File: src/rtl/clk_mon_pkg.sv
// Shared definitions for the clock period monitor: channel FSM encoding,
// channel index names and the averaging limit.
package clk_mon_pkg;

  typedef enum logic [2:0] {
    ST_IDLE       = 3'd0,
    ST_WAIT_FIRST = 3'd1,
    ST_COUNT      = 3'd2,
    ST_DONE       = 3'd3,
    ST_TOUT       = 3'd4
  } ch_state_e;

  // Default channel assignment of the codec clocks.
  localparam int unsigned CH_MCLK  = 0;
  localparam int unsigned CH_BCLK  = 1;
  localparam int unsigned CH_LRCLK = 2;

  // Largest supported averaging exponent (16 periods).
  localparam int unsigned AVG_LOG2_MAX = 4;

  // A channel is live while it is still waiting for or counting periods.
  function automatic logic is_live(input ch_state_e s);
    return (s == ST_WAIT_FIRST) || (s == ST_COUNT);
  endfunction

endpackage

File: src/rtl/clk_period_meter.sv
// One monitored clock: synchronizer, rising-edge detector, channel FSM,
// period counter and averaging accumulator.
// Optional duty measurement is built when CLK_MON_DUTY_MEAS_EN is defined.
module clk_period_meter
  import clk_mon_pkg::*;
#(
  parameter int unsigned CNT_W       = 16,
  parameter int unsigned AVG_LOG2    = 0,
  parameter int unsigned SYNC_STAGES = 2,
  parameter int unsigned TIMEOUT     = 65535
) (
  input  logic             clk,
  input  logic             reset,
  input  logic             mon_clk,
  input  logic             start,
  input  logic             cont_mode,
  output logic             busy,
  output logic [CNT_W-1:0] period,
  output logic             period_vld,
  output logic             tout
`ifdef CLK_MON_DUTY_MEAS_EN
  ,
  output logic [CNT_W-1:0] high_cnt
`endif
);

  localparam int unsigned ACC_W  = CNT_W + AVG_LOG2;
  localparam int unsigned NPER_W = AVG_LOG2 + 1;
  localparam logic [NPER_W-1:0] NPER_FULL = NPER_W'(1) << AVG_LOG2;
  localparam logic [CNT_W:0]    TOUT_CNT  = (CNT_W + 1)'(TIMEOUT);

  logic [SYNC_STAGES-1:0] sync_q, sync_d;
  logic                   prev_q, prev_d;
  ch_state_e              state_q, state_d;
  logic [CNT_W-1:0]       cnt_q, cnt_d;
  logic [ACC_W-1:0]       acc_q, acc_d;
  logic [NPER_W-1:0]      nper_q, nper_d;
  logic                   cont_q, cont_d;
  logic [CNT_W-1:0]       period_q, period_d;
  logic                   vld_q, vld_d;
  logic                   tout_q, tout_d;

  logic             synced, rise;
  logic [CNT_W:0]   cnt_inc;
  logic             cnt_hit;
  logic [ACC_W-1:0] acc_sum;
  logic [NPER_W-1:0] nper_inc;

  assign synced   = sync_q[SYNC_STAGES-1];
  assign rise     = synced & ~prev_q;
  // One bit wider so the timeout compare never sees a wrapped count.
  assign cnt_inc  = {1'b0, cnt_q} + 1'b1;
  assign cnt_hit  = (cnt_inc == TOUT_CNT);
  assign acc_sum  = acc_q + ACC_W'(cnt_q);
  assign nper_inc = nper_q + 1'b1;

`ifdef CLK_MON_DUTY_MEAS_EN
  logic [CNT_W-1:0] hi_q, hi_d;
  logic [ACC_W-1:0] hacc_q, hacc_d;
  logic [CNT_W-1:0] high_q, high_d;
  logic [ACC_W-1:0] hacc_sum;

  assign hacc_sum = hacc_q + ACC_W'(hi_q);
`endif

  // Next-state logic: edge detection, channel FSM, counting and averaging.
  always_comb begin
    // NOTE: every _d takes its hold value before the case, so no branch can
    // leave one unassigned and infer a latch.
    sync_d   = {sync_q[SYNC_STAGES-2:0], mon_clk};
    prev_d   = synced;
    state_d  = state_q;
    cnt_d    = cnt_q;
    acc_d    = acc_q;
    nper_d   = nper_q;
    cont_d   = cont_q;
    period_d = period_q;
    vld_d    = vld_q;
    tout_d   = tout_q;
`ifdef CLK_MON_DUTY_MEAS_EN
    hi_d   = hi_q;
    hacc_d = hacc_q;
    high_d = high_q;
    // High-phase length restarts at each rise; the rise cycle itself is high.
    if (is_live(state_q)) begin
      if (rise) begin
        hi_d = CNT_W'(1);
      end else if (synced) begin
        hi_d = hi_q + 1'b1;
      end
    end
`endif

    case (state_q)
      ST_IDLE, ST_DONE, ST_TOUT: begin
        if (start) begin
          state_d = ST_WAIT_FIRST;
          cnt_d   = '0;
          acc_d   = '0;
          nper_d  = '0;
          tout_d  = 1'b0;
          vld_d   = 1'b0;
          cont_d  = cont_mode;
`ifdef CLK_MON_DUTY_MEAS_EN
          hi_d    = '0;
          hacc_d  = '0;
`endif
        end
      end

      ST_WAIT_FIRST: begin
        if (rise) begin
          cnt_d   = CNT_W'(1);
          state_d = ST_COUNT;
        end else begin
          cnt_d = cnt_inc[CNT_W-1:0];
          if (cnt_hit) begin
            state_d = ST_TOUT;
            tout_d  = 1'b1;
          end
        end
      end

      ST_COUNT: begin
        if (rise) begin
          // The closing rise of one period opens the next, so cnt restarts at 1.
          cnt_d = CNT_W'(1);
          if (nper_inc == NPER_FULL) begin
            period_d = acc_sum[ACC_W-1:AVG_LOG2];
            vld_d    = 1'b1;
            acc_d    = '0;
            nper_d   = '0;
`ifdef CLK_MON_DUTY_MEAS_EN
            high_d   = hacc_sum[ACC_W-1:AVG_LOG2];
            hacc_d   = '0;
`endif
            if (!cont_q) begin
              state_d = ST_DONE;
            end
          end else begin
            acc_d  = acc_sum;
            nper_d = nper_inc;
`ifdef CLK_MON_DUTY_MEAS_EN
            hacc_d = hacc_sum;
`endif
          end
        end else begin
          cnt_d = cnt_inc[CNT_W-1:0];
          if (cnt_hit) begin
            state_d = ST_TOUT;
            tout_d  = 1'b1;
            vld_d   = 1'b0;
          end
        end
      end

      default: state_d = ST_IDLE;
    endcase
  end

  // State registers; everything clears on reset.
  always_ff @(posedge clk or negedge reset) begin
    if (!reset) begin
      sync_q   <= '0;
      prev_q   <= 1'b0;
      state_q  <= ST_IDLE;
      cnt_q    <= '0;
      acc_q    <= '0;
      nper_q   <= '0;
      cont_q   <= 1'b0;
      period_q <= '0;
      vld_q    <= 1'b0;
      tout_q   <= 1'b0;
    end else begin
      // NOTE: non-blocking assignments so every flop samples the pre-edge
      // values regardless of statement order.
      sync_q   <= sync_d;
      prev_q   <= prev_d;
      state_q  <= state_d;
      cnt_q    <= cnt_d;
      acc_q    <= acc_d;
      nper_q   <= nper_d;
      cont_q   <= cont_d;
      period_q <= period_d;
      vld_q    <= vld_d;
      tout_q   <= tout_d;
    end
  end

`ifdef CLK_MON_DUTY_MEAS_EN
  // Duty measurement registers.
  always_ff @(posedge clk or negedge reset) begin
    if (!reset) begin
      hi_q   <= '0;
      hacc_q <= '0;
      high_q <= '0;
    end else begin
      hi_q   <= hi_d;
      hacc_q <= hacc_d;
      high_q <= high_d;
    end
  end

  assign high_cnt = high_q;
`endif

  assign busy       = is_live(state_q);
  assign period     = period_q;
  assign period_vld = vld_q;
  assign tout       = tout_q;

endmodule

File: src/rtl/clk_period_monitor.sv
// Period monitor for NUM_CH asynchronous clocks (default m_clk, b_clk,
// dac_lr_clk). Aggregates busy/done and packs per-channel results, channel 0
// in the LSBs. The high_cnt port exists only when CLK_MON_DUTY_MEAS_EN is
// defined. reset must be released synchronously to clk upstream.
module clk_period_monitor
  import clk_mon_pkg::*;
#(
  parameter int unsigned NUM_CH      = 3,
  parameter int unsigned CNT_W       = 16,
  parameter int unsigned AVG_LOG2    = 0,
  parameter int unsigned SYNC_STAGES = 2,
  parameter int unsigned TIMEOUT     = 65535
) (
  input  logic                    clk,
  input  logic                    reset,
  input  logic [NUM_CH-1:0]       mon_clk,
  input  logic                    start,
  input  logic                    cont_mode,
  output logic                    busy,
  output logic                    done,
  output logic [NUM_CH*CNT_W-1:0] period,
  output logic [NUM_CH-1:0]       period_vld,
  output logic [NUM_CH-1:0]       tout
`ifdef CLK_MON_DUTY_MEAS_EN
  ,
  output logic [NUM_CH*CNT_W-1:0] high_cnt
`endif
);

  // Out-of-range averaging requests are clamped to the supported maximum.
  localparam int unsigned AVG_EFF = (AVG_LOG2 > AVG_LOG2_MAX) ? AVG_LOG2_MAX : AVG_LOG2;

  logic [NUM_CH-1:0] ch_busy;
  logic              start_acc;
  logic              busy_prev_q, busy_prev_d;

  assign busy      = |ch_busy;
  // A start arriving while any channel is live is dropped for all channels.
  assign start_acc = start & ~busy;
  assign done      = busy_prev_q & ~busy;

  for (genvar g = 0; g < NUM_CH; g++) begin : g_ch
    clk_period_meter #(
      .CNT_W       (CNT_W),
      .AVG_LOG2    (AVG_EFF),
      .SYNC_STAGES (SYNC_STAGES),
      .TIMEOUT     (TIMEOUT)
    ) u_meter (
      .clk        (clk),
      .reset      (reset),
      .mon_clk    (mon_clk[g]),
      .start      (start_acc),
      .cont_mode  (cont_mode),
      .busy       (ch_busy[g]),
      .period     (period[g*CNT_W +: CNT_W]),
      .period_vld (period_vld[g]),
      .tout       (tout[g])
`ifdef CLK_MON_DUTY_MEAS_EN
      ,
      .high_cnt   (high_cnt[g*CNT_W +: CNT_W])
`endif
    );
  end

  // Previous busy, for the falling-edge done pulse.
  always_comb begin
    busy_prev_d = busy;
  end

  // Busy history register.
  always_ff @(posedge clk or negedge reset) begin
    if (!reset) begin
      busy_prev_q <= 1'b0;
    end else begin
      busy_prev_q <= busy_prev_d;
    end
  end

endmodule

File: config.mk
export PLATFORM = sky130hd
export DESIGN_NAME = clk_period_monitor
export DESIGN_NICKNAME = d
export VERILOG_FILES = /design/src/rtl/clk_mon_pkg.sv /design/src/rtl/clk_period_meter.sv /design/src/rtl/clk_period_monitor.sv
export SDC_FILE = /design/constraint.sdc
export NUM_CORES = 1
export LEC_CHECK = 0
export BUFFER_PORTS_ARGS = -buffer_cell sky130_fd_sc_hd__buf_2
export CAP_MARGIN = 20
export CELL_PAD_IN_SITES_DETAIL_PLACEMENT = 1
export CELL_PAD_IN_SITES_GLOBAL_PLACEMENT = 1
export CORE_UTILIZATION = 30
export CTS_CLUSTER_SIZE = 14
export DETAILED_ROUTE_END_ITERATION = 16
export PLACE_DENSITY_LB_ADDON = 0.1
export SLEW_MARGIN = 20
export SYNTH_ARGS = -nofsm -noshare
export SYNTH_HDL_FRONTEND = slang
export SYNTH_SLANG_ARGS = --single-unit
File: constraint.sdc
create_clock -name clk -period 2.75 [get_ports clk]
set_clock_uncertainty 0.2 [all_clocks]
set_input_delay 0.55 -clock clk [delete_from_list [all_inputs] [get_ports clk]]
set_output_delay 0.55 -clock clk [all_outputs]
set_load 0.03 [all_outputs]
## Word level (Yosys, flattened, before mapping)

Index checks and enable logic that the tools add are counted.

- Bits in registers: 175
- Bits in latches: 0
- RAM bits: 0
- Bits in read-only memories: 0
- Bits of input ports: 7
- Memories kept: 0

- Add/sub/neg operators: 9
- Multiply operators: 0
- Divide/modulo/power cells: 0
- Order comparisons: 0
- Eq/ne operators: 36
- Shifts and indexed selects: 0
- Multiplexer cells: 63
- Bitwise operators: 9
- Reduce and logical (&&, ||, !) cells: 40

Operator list:

| kind | count |
|---|---|
| $pmux W16 S2 | 6 |
| $mux W16 | 10 |
| $add A16 B1 Y17 const B | 3 |
| $eq A17 B16 Y1 const B | 3 |
| $add A16 B16 Y16 | 3 |
| $mux W3 | 16 |
| $pmux W3 S3 | 3 |
| $reduce_and A3 Y1 | 9 |
| $reduce_and A4 Y1 | 6 |
| $mux W1 | 19 |
| $eq A3 B2 Y1 const B | 6 |
| $ne A3 B3 Y1 const B | 6 |
| $pmux W1 S2 | 9 |
| $ne A2 B1 Y1 const B | 7 |
| $reduce_and A2 Y1 | 6 |
| $reduce_bool A2 Y1 | 6 |
| $reduce_or A3 Y1 | 4 |
| $ne A2 B2 Y1 const B | 5 |
| $eq A3 B1 Y1 const B | 3 |
| $eq A3 B3 Y1 const B | 3 |
| $logic_not A3 Y1 | 3 |
| $ne A3 B1 Y1 const B | 3 |
| $reduce_or A2 Y1 | 3 |
| $and A1 B1 Y1 | 5 |
| other kinds (3) | 10 |

## Depth between registers and ports, before layout

Gate-level depths: netlist of run 1.

- Depth after elaboration: 7
- Gate-level depth with buffers: 9
- Gate-level depth less buffers: 8

## Modules after synthesis

From an unflattened synthesis of run 1, not the netlist that was laid out.

- Cells, all modules: 600
- Area, all modules: 6251.0 µm²

Modules (own cells, without submodules):

| module | instances | cells an instance | area an instance (µm²) |
|---|---|---|---|
| clk_period_meter at g_ch[0].u_meter ... | 2 | 192 | 2014.4 |
| clk_period_meter at g_ch[2].u_meter | 1 | 212 | 2173.3 |
| clk_period_monitor | 1 | 4 | 48.8 |

## Worst setup path before layout of run 1

No wires, ideal clock.

- Path kind: register -> register
- From: register g_ch[1].u_meter.cnt_q[3]
- To: register g_ch[1].u_meter.state_q[1]
- Setup time: 0.124 ns
- Data arrival time: 2.338 ns
- Slack: 0.088 ns
- Cell stages (with the launch flop): 8
- Period minus slack after synthesis: 2.662 ns
- Cell sequence: dfrtp_1 -> buf_2 -> nand4_2 -> or4_4 -> or3_1 -> and2_4 -> or4_4 -> o31a_1

- Word-level cells in the longest chain between the ends: 5
- Elaborated cells between the ends (all ways): 6
- Classes of those cells: 1 x add/sub; 1 x eq/ne; 4 x mux

RTL lines:

| what | line | text |
|---|---|---|
| from (decl) | clk_period_meter.sv:35 | `logic [CNT_W-1:0] cnt_q, cnt_d;` |
| from (signal assigned) | clk_period_meter.sv:180 | `cnt_q <= cnt_d;` |
| $add A16 B1 Y17 * | clk_period_meter.sv:52 | `assign cnt_inc = {1'b0, cnt_q} + 1'b1;` |
| $eq A17 B16 Y1 * | clk_period_meter.sv:53 | `assign cnt_hit = (cnt_inc == TOUT_CNT);` |
| $mux W3 * | - |  |
| $mux W3, on equally long branches | - |  |
| $pmux W3 S3 * | - |  |
| to (signal assigned) | clk_period_meter.sv:179 | `state_q <= state_d;` |
| to (decl) | clk_period_meter.sv:34 | `ch_state_e state_q, state_d;` |

Every way passes the cells marked *; elsewhere a longest branch is shown, timed or not.
A chain may end at the register's enable or synchronous reset.

## Final worst setup path of run 1

- From: register g_ch[1].u_meter.cnt_q[0]
- To: register g_ch[1].u_meter.state_q[1]

Same word-level chain as after synthesis.

==> results.ini, run 1 <==
[cts]
postCtsSetupBuffers=0
cts_tree=built
cts.path.max_buffers=2
cts_max_level=4
cts.clk_slew.worst_paths_ns=0.06
numCtsBuffers=17
cts_sinks=124
insertion_delay_ns=0.42
clock_tree.root_cell=clkbuf_16

[synth]
synth_compound_area_frac=0.179
ys_seq_elements=124
synth_top_family_by_area=simple AND/OR/NAND/NOR gates
yosys-mux-area-fraction=0.0690
synth_seq_area_share=0.475
async_reset_ff_frac=1.00
syn_inst=685
yosysUniqueCellTypes=75
ys.warnings.count=0
synth_edf_count=0
synth_xor_xnor_area_share=0.0241
syn_area_um2=6530
syn_area_per_cell_um2=9.53
synth_ff_type=dfrtp_1
synth_nets=698
synthSimpleGateAreaFrac=0.197
yosys.area_share.adder=0.0115

[sta]
hold_viol_final=0
finalSetupViolations=0
fmax_mhz=371
finalCritPeriodShare=0.980
tns_ns=0
holdWs_ns=0.0401
relSlewSlack=0.411
drv_slew=0
rsz0062_at_grt=no
tightest_slew_ns=0.878
finalCriticalPeriod_ns=2.69

[drt]
viasPerCell=5.30
drt_pass1_iterations=4
routed_wl_um=19100
drtAntennaViolNets=0
drtIter0Drc=254
remaining_drc_errors=0
vias=5616
avgRoutedWirePerCell_um=18.0

[worst_setup_path]
critPathKind=reg -> reg
cp.required_ns=2.85
critPathLaunchType=register
regToRegStartpoint=g_ch[1].u_meter.cnt_q[0]
critPathLaunch=g_ch[1].u_meter.cnt_q[0]
cp.arrival_ns=2.79
critPathMaxFanout=4
critPathCaptureType=register

[cells_and_area]
antenna_cells=0
layout_commonest_cell=dfrtp_1
layout.nets=786
final_cell_area_um2=8060
seqCellArea_um2=3110
num-fill-cells=2456
multi_input_area_um2=3160
drive_gt1_frac=0.273
mostFrequentLayoutCells=dfrtp_1, nand2_1, buf_2
synthToLayoutAreaGrowth_pct=23.4
final_core_util=0.381

[floorplanning]
core_um2=21200
start_util=0.309
die_h_um=150
fp.dieW_um=150
rows=53
die_area_um2=22400
ios=63

[global_route]
grt_usage=0.182
grt_max_degree=50
grt-ovfl-total=0
antenna_found_initial=0
first_global_vias=5966
grt_pass1_wl_um=31800

[placed_design]
place_area_um2=7430
dp_hpwl_um=13700
numPortBuffers=62
place.gp.congestion=0.817

[power_and_ir_drop]
total_power_uw=8190
p_leak_uw=0.00370
vdd_drop_max_v=0.000412
power_density_nw_per_um2=1020

[job]
cap_violations=0

[status]
outcome=completed

[min_path]
min_from=mon_clk[0]
hold_class=in -> reg

[critical path: stages, from the launching register on]
cell     delay, ns
dfrtp_1       0.43
nand4_4       0.13
or4_4         0.58
or3_1         0.35
and2_4        0.17
or4_4         0.47
o31a_1        0.25
[kinds of logic after synthesis]
kind of cell | Yosys count
flip-flops | 124
AO/OA/AOI/OAI | 176
adder cells (fa/ha/maj) | 6
buffers and inverters | 69
multiplexers | 40
XOR/XNOR | 18
AND/OR/NAND/NOR | 252
[cell usage after synthesis, drive strengths merged, types with 9 or more instances]
cell    instances  area share
dfrtp         124        0.48
nand2          61       0.035
nor2           53       0.030
o21ai          51       0.039
mux2           40       0.069
clkbuf         39       0.022
a21oi          31       0.024
nand3          28       0.021
nor3           22       0.017
a31oi          21       0.020
inv            16      0.0092
and3           14       0.014
buf            14       0.013
nand4          13       0.013
xnor2          12       0.016
nor4           10       0.011
or3             9      0.0086
[where the power goes]
part           internal (uW)  total (uW)  switching [uW]
sequential              2240        2590             345
clock                   1470        2320             847
combinational           1160        3280            2120
[per-stage QoR]
| stage | instances | worst slack [ns] |
|---|---|---|
| finish | 1060 | 0.0553 |
| global route | 1060 | 0.00343 |
| CTS | 1060 | 0.0335 |
| detailed placement | 1028 | 0.0422 |
| global placement | 1028 | 0.102 |
| floorplan | 685 | 0.0878 |
[cell type report]
cell class / count / share of cell area
multi-input combinational: 492 / 0.392
sequential: 124 / 0.385
inverter: 16 / 0.00745
timing repair buffer: 122 / 0.0981
clock buffer: 21 / 0.0571
tap: 275 / 0.0427
clock inverter: 10 / 0.0175
[worst paths after layout]
kind | end | slack, ns | depth (start not counted)
max | g_ch[1].u_meter.state_q[1] | 0.06 | 6
min | g_ch[0].u_meter.sync_q[0] | 0.04 | 1
max reg2reg | g_ch[1].u_meter.state_q[1] | 0.06 | 6
min reg2reg | g_ch[2].u_meter.sync_q[1] | 0.15 | 0
max in group asynchronous | g_ch[1].u_meter.cnt_q[1] | 1.21 | 3
min in group asynchronous | g_ch[2].u_meter.period[4] | 0.46 | 2
[per-layer routing]
| layer | up-vias | part of all wire | track usage | routed length (um) |
|---|---|---|---|---|
| met5 | - | 0 | 0 | 0 |
| met4 | 0 | 0.012 | 0.0577 | 225 |
| met3 | 16 | 0.035 | 0.0311 | 675 |
| met2 | 85 | 0.47 | 0.298 | 9030 |
| met1 | 2839 | 0.48 | 0.244 | 9170 |
| li1 | 2676 | - | - | - |
[flip-flops by register name, summed over array words and instances (netlist names)]
signal	flops
g_ch.u_meter.sync_q	6
g_ch.u_meter.prev_q	3
g_ch.u_meter.cont_q	3
g_ch.u_meter.period_vld	3
g_ch.u_meter.cnt_q	48
g_ch.u_meter.period	48
g_ch.u_meter.state_q	9
g_ch.u_meter.tout	3
busy_prev_q	1
[repair_timing]
item | in CTS | in global routing
hold endpoints to repair | 32 | 0
endpoints found under the setup margin | 0 | 3
resized for setup | 0 | 7
hold buffers | 1 | 0
Note: power is estimated with default switching activity, not from simulation.
==> inputs of run 2 (changes only) <==
--- a/config.mk
+++ b/config.mk
@@ -12,6 +12,7 @@
 export CORE_UTILIZATION = 30
 export CTS_CLUSTER_SIZE = 14
 export DETAILED_ROUTE_END_ITERATION = 16
+export GPL_TIMING_DRIVEN = 0
 export PLACE_DENSITY_LB_ADDON = 0.1
 export SLEW_MARGIN = 20
 export SYNTH_ARGS = -nofsm -noshare
==> constraint.sdc (replaced) <==
create_clock -name clk -period 2.75 [get_ports clk]
set_clock_uncertainty 0.2 [all_clocks]
set_input_delay 0.55 -clock clk [delete_from_list [all_inputs] [get_ports clk]]
set_output_delay 0.55 -clock clk [all_outputs]
set_load 0.1 [all_outputs]
==> results.ini, run 2 (same netlist as run 1, synthesis figures left out) <==
[cts]
clock_tree.root_cell=clkbuf_16
cts.clk_slew.worst_paths_ns=0.06
insertion_delay_ns=0.43
cts_max_level=4
numCtsBuffers=17
cts_tree=built
cts_sinks=124
cts.path.max_buffers=2

[floorplanning]
fp.dieW_um=150
ios=63
rows=53
die_h_um=150
start_util=0.309
core_um2=21200
die_area_um2=22400

[worst_setup_path]
cp.arrival_ns=2.84
critPathLaunchType=register
critPathMaxFanout=7
rr_worst_depth=7
cp.required_ns=2.86
critPathCaptureType=register
critPathKind=reg -> reg

[placed_design]
post-place-ws_ns=-0.820
numPortBuffers=62
dp_hpwl_um=13400
place.gp.congestion=0.804

[status]
outcome=completed

[power_and_ir_drop]
swShare=0.495
seqPwrFrac=0.273
power_density_nw_per_um2=1190
clkPwrFrac=0.236
pwr-share-comb=0.491
total_power_uw=9690
vdd_drop_max_v=0.000454
p_leak_uw=0.00367
p_sw_uw=4800
p_int_uw=4890

[cells_and_area]
drive_gt1_frac=0.275
num-fill-cells=2399
layout_commonest_cell=dfrtp_1
multi_input_area_um2=3310
antenna_cells=0
layout.nets=792
seqCellArea_um2=3120
synthToLayoutAreaGrowth_pct=25.2
mostFrequentLayoutCells=dfrtp_1, nand2_1, buf_2

[min_path]
holdPathStages=1
hold_class=in -> reg

[drt]
avgRoutedWirePerCell_um=18.2
drtIter0Drc=232
drt_pass1_iterations=4
viasPerCell=5.31
remaining_drc_errors=0
routed_wl_um=19400
vias=5671
drtAntennaViolNets=0

[sta]
rsz0062_at_grt=yes
drv_slew=0
fmax_mhz=367
finalCriticalPeriod_ns=2.73
finalCritPeriodShare=0.992
setup_slack_ns=0.0232
tightest_slew_ns=0.897
relSlewSlack=0.398
finalSetupViolations=0
hold_viol_final=0

[global_route]
grt_pass1_wl_um=31600
grt_usage=0.183
grt_max_degree=76
antenna_found_initial=0
grt-ovfl-total=0
first_global_vias=5781

[job]
cap_violations=0

==> run 2: layout make-up <==
class                           count  share of cell area
Clock buffer                       20              0.0559
Multi-Input combinational cell    492               0.405
Clock inverter                     12              0.0173
Timing Repair Buffer               85              0.0638
Buffer                             43              0.0269
Sequential cell                   124               0.381
Inverter                           16             0.00735
Tap cell                          275              0.0421
==> run 2: power groups by stage <==
stage	logic (uW)	clock network [uW]	registers [uW]
2_1_floorplan	2130	0	3870
3_3_place_gp	4400	0	2570
3_5_place_dp	4470	0	2600
4_1_cts	4660	2340	2630
5_1_grt	5090	2410	2720
6_report	4760	2290	2640
==> run 2: per-layer routing <==
metal  vias to the layer above  track usage  routed length [um]
met5                         -            0                   0
met4                         0       0.0760                 386
met3                        29       0.0293                 627
met2                        95        0.286                8900
met1                      2851        0.251                9480
li1                       2696            -                   -
==> run 2: through the flow <==
stage	hold WS, ns	cells	setup TNS, ns	utilization	instance area (um^2)
6_report	0.0288	1067	0	0.386	8170
2_1_floorplan	0.0544	685	0	-	6530
5_1_grt	0.0160	1067	-0.158	0.386	8170
3_3_place_gp	0.142	1022	-121.70	0.340	7190
3_5_place_dp	0.144	1023	-16.79	0.341	7220
4_1_cts	0.0142	1055	0	0.380	8030
==> run 2: timing repair <==
action,CTS,global route
gates resized for setup,40,12
setup endpoints to repair,53,27
pin swaps,5,9
hold buffers,1,0
hold endpoints to repair,49,0
setup buffers,4,16
==> run 2: path summary, 6_finish.rpt <==
check / from / to / slack (ns)
setup / recovery: g_ch[1].u_meter.cnt_q[0] / g_ch[1].u_meter.state_q[1] / 0.02
setup reg to reg: g_ch[1].u_meter.cnt_q[0] / g_ch[1].u_meter.state_q[1] / 0.02
hold / removal: mon_clk[1] / g_ch[1].u_meter.sync_q[0] / 0.03
hold reg to reg: g_ch[2].u_meter.sync_q[0] / g_ch[2].u_meter.sync_q[1] / 0.15
min in group asynchronous: reset / g_ch[2].u_meter.period[11] / 0.42
max in group asynchronous: reset / g_ch[1].u_meter.cnt_q[6] / 1.17
==> run 2: critical path, cell delays in order (launching register included) <==
cell	delay [ns]
dfrtp_2	0.47
ha_2	0.24
or2b_1	0.26
a21oi_2	0.14
o2111ai_1	0.19
or3_1	0.43
or4_4	0.43
o31a_1	0.25
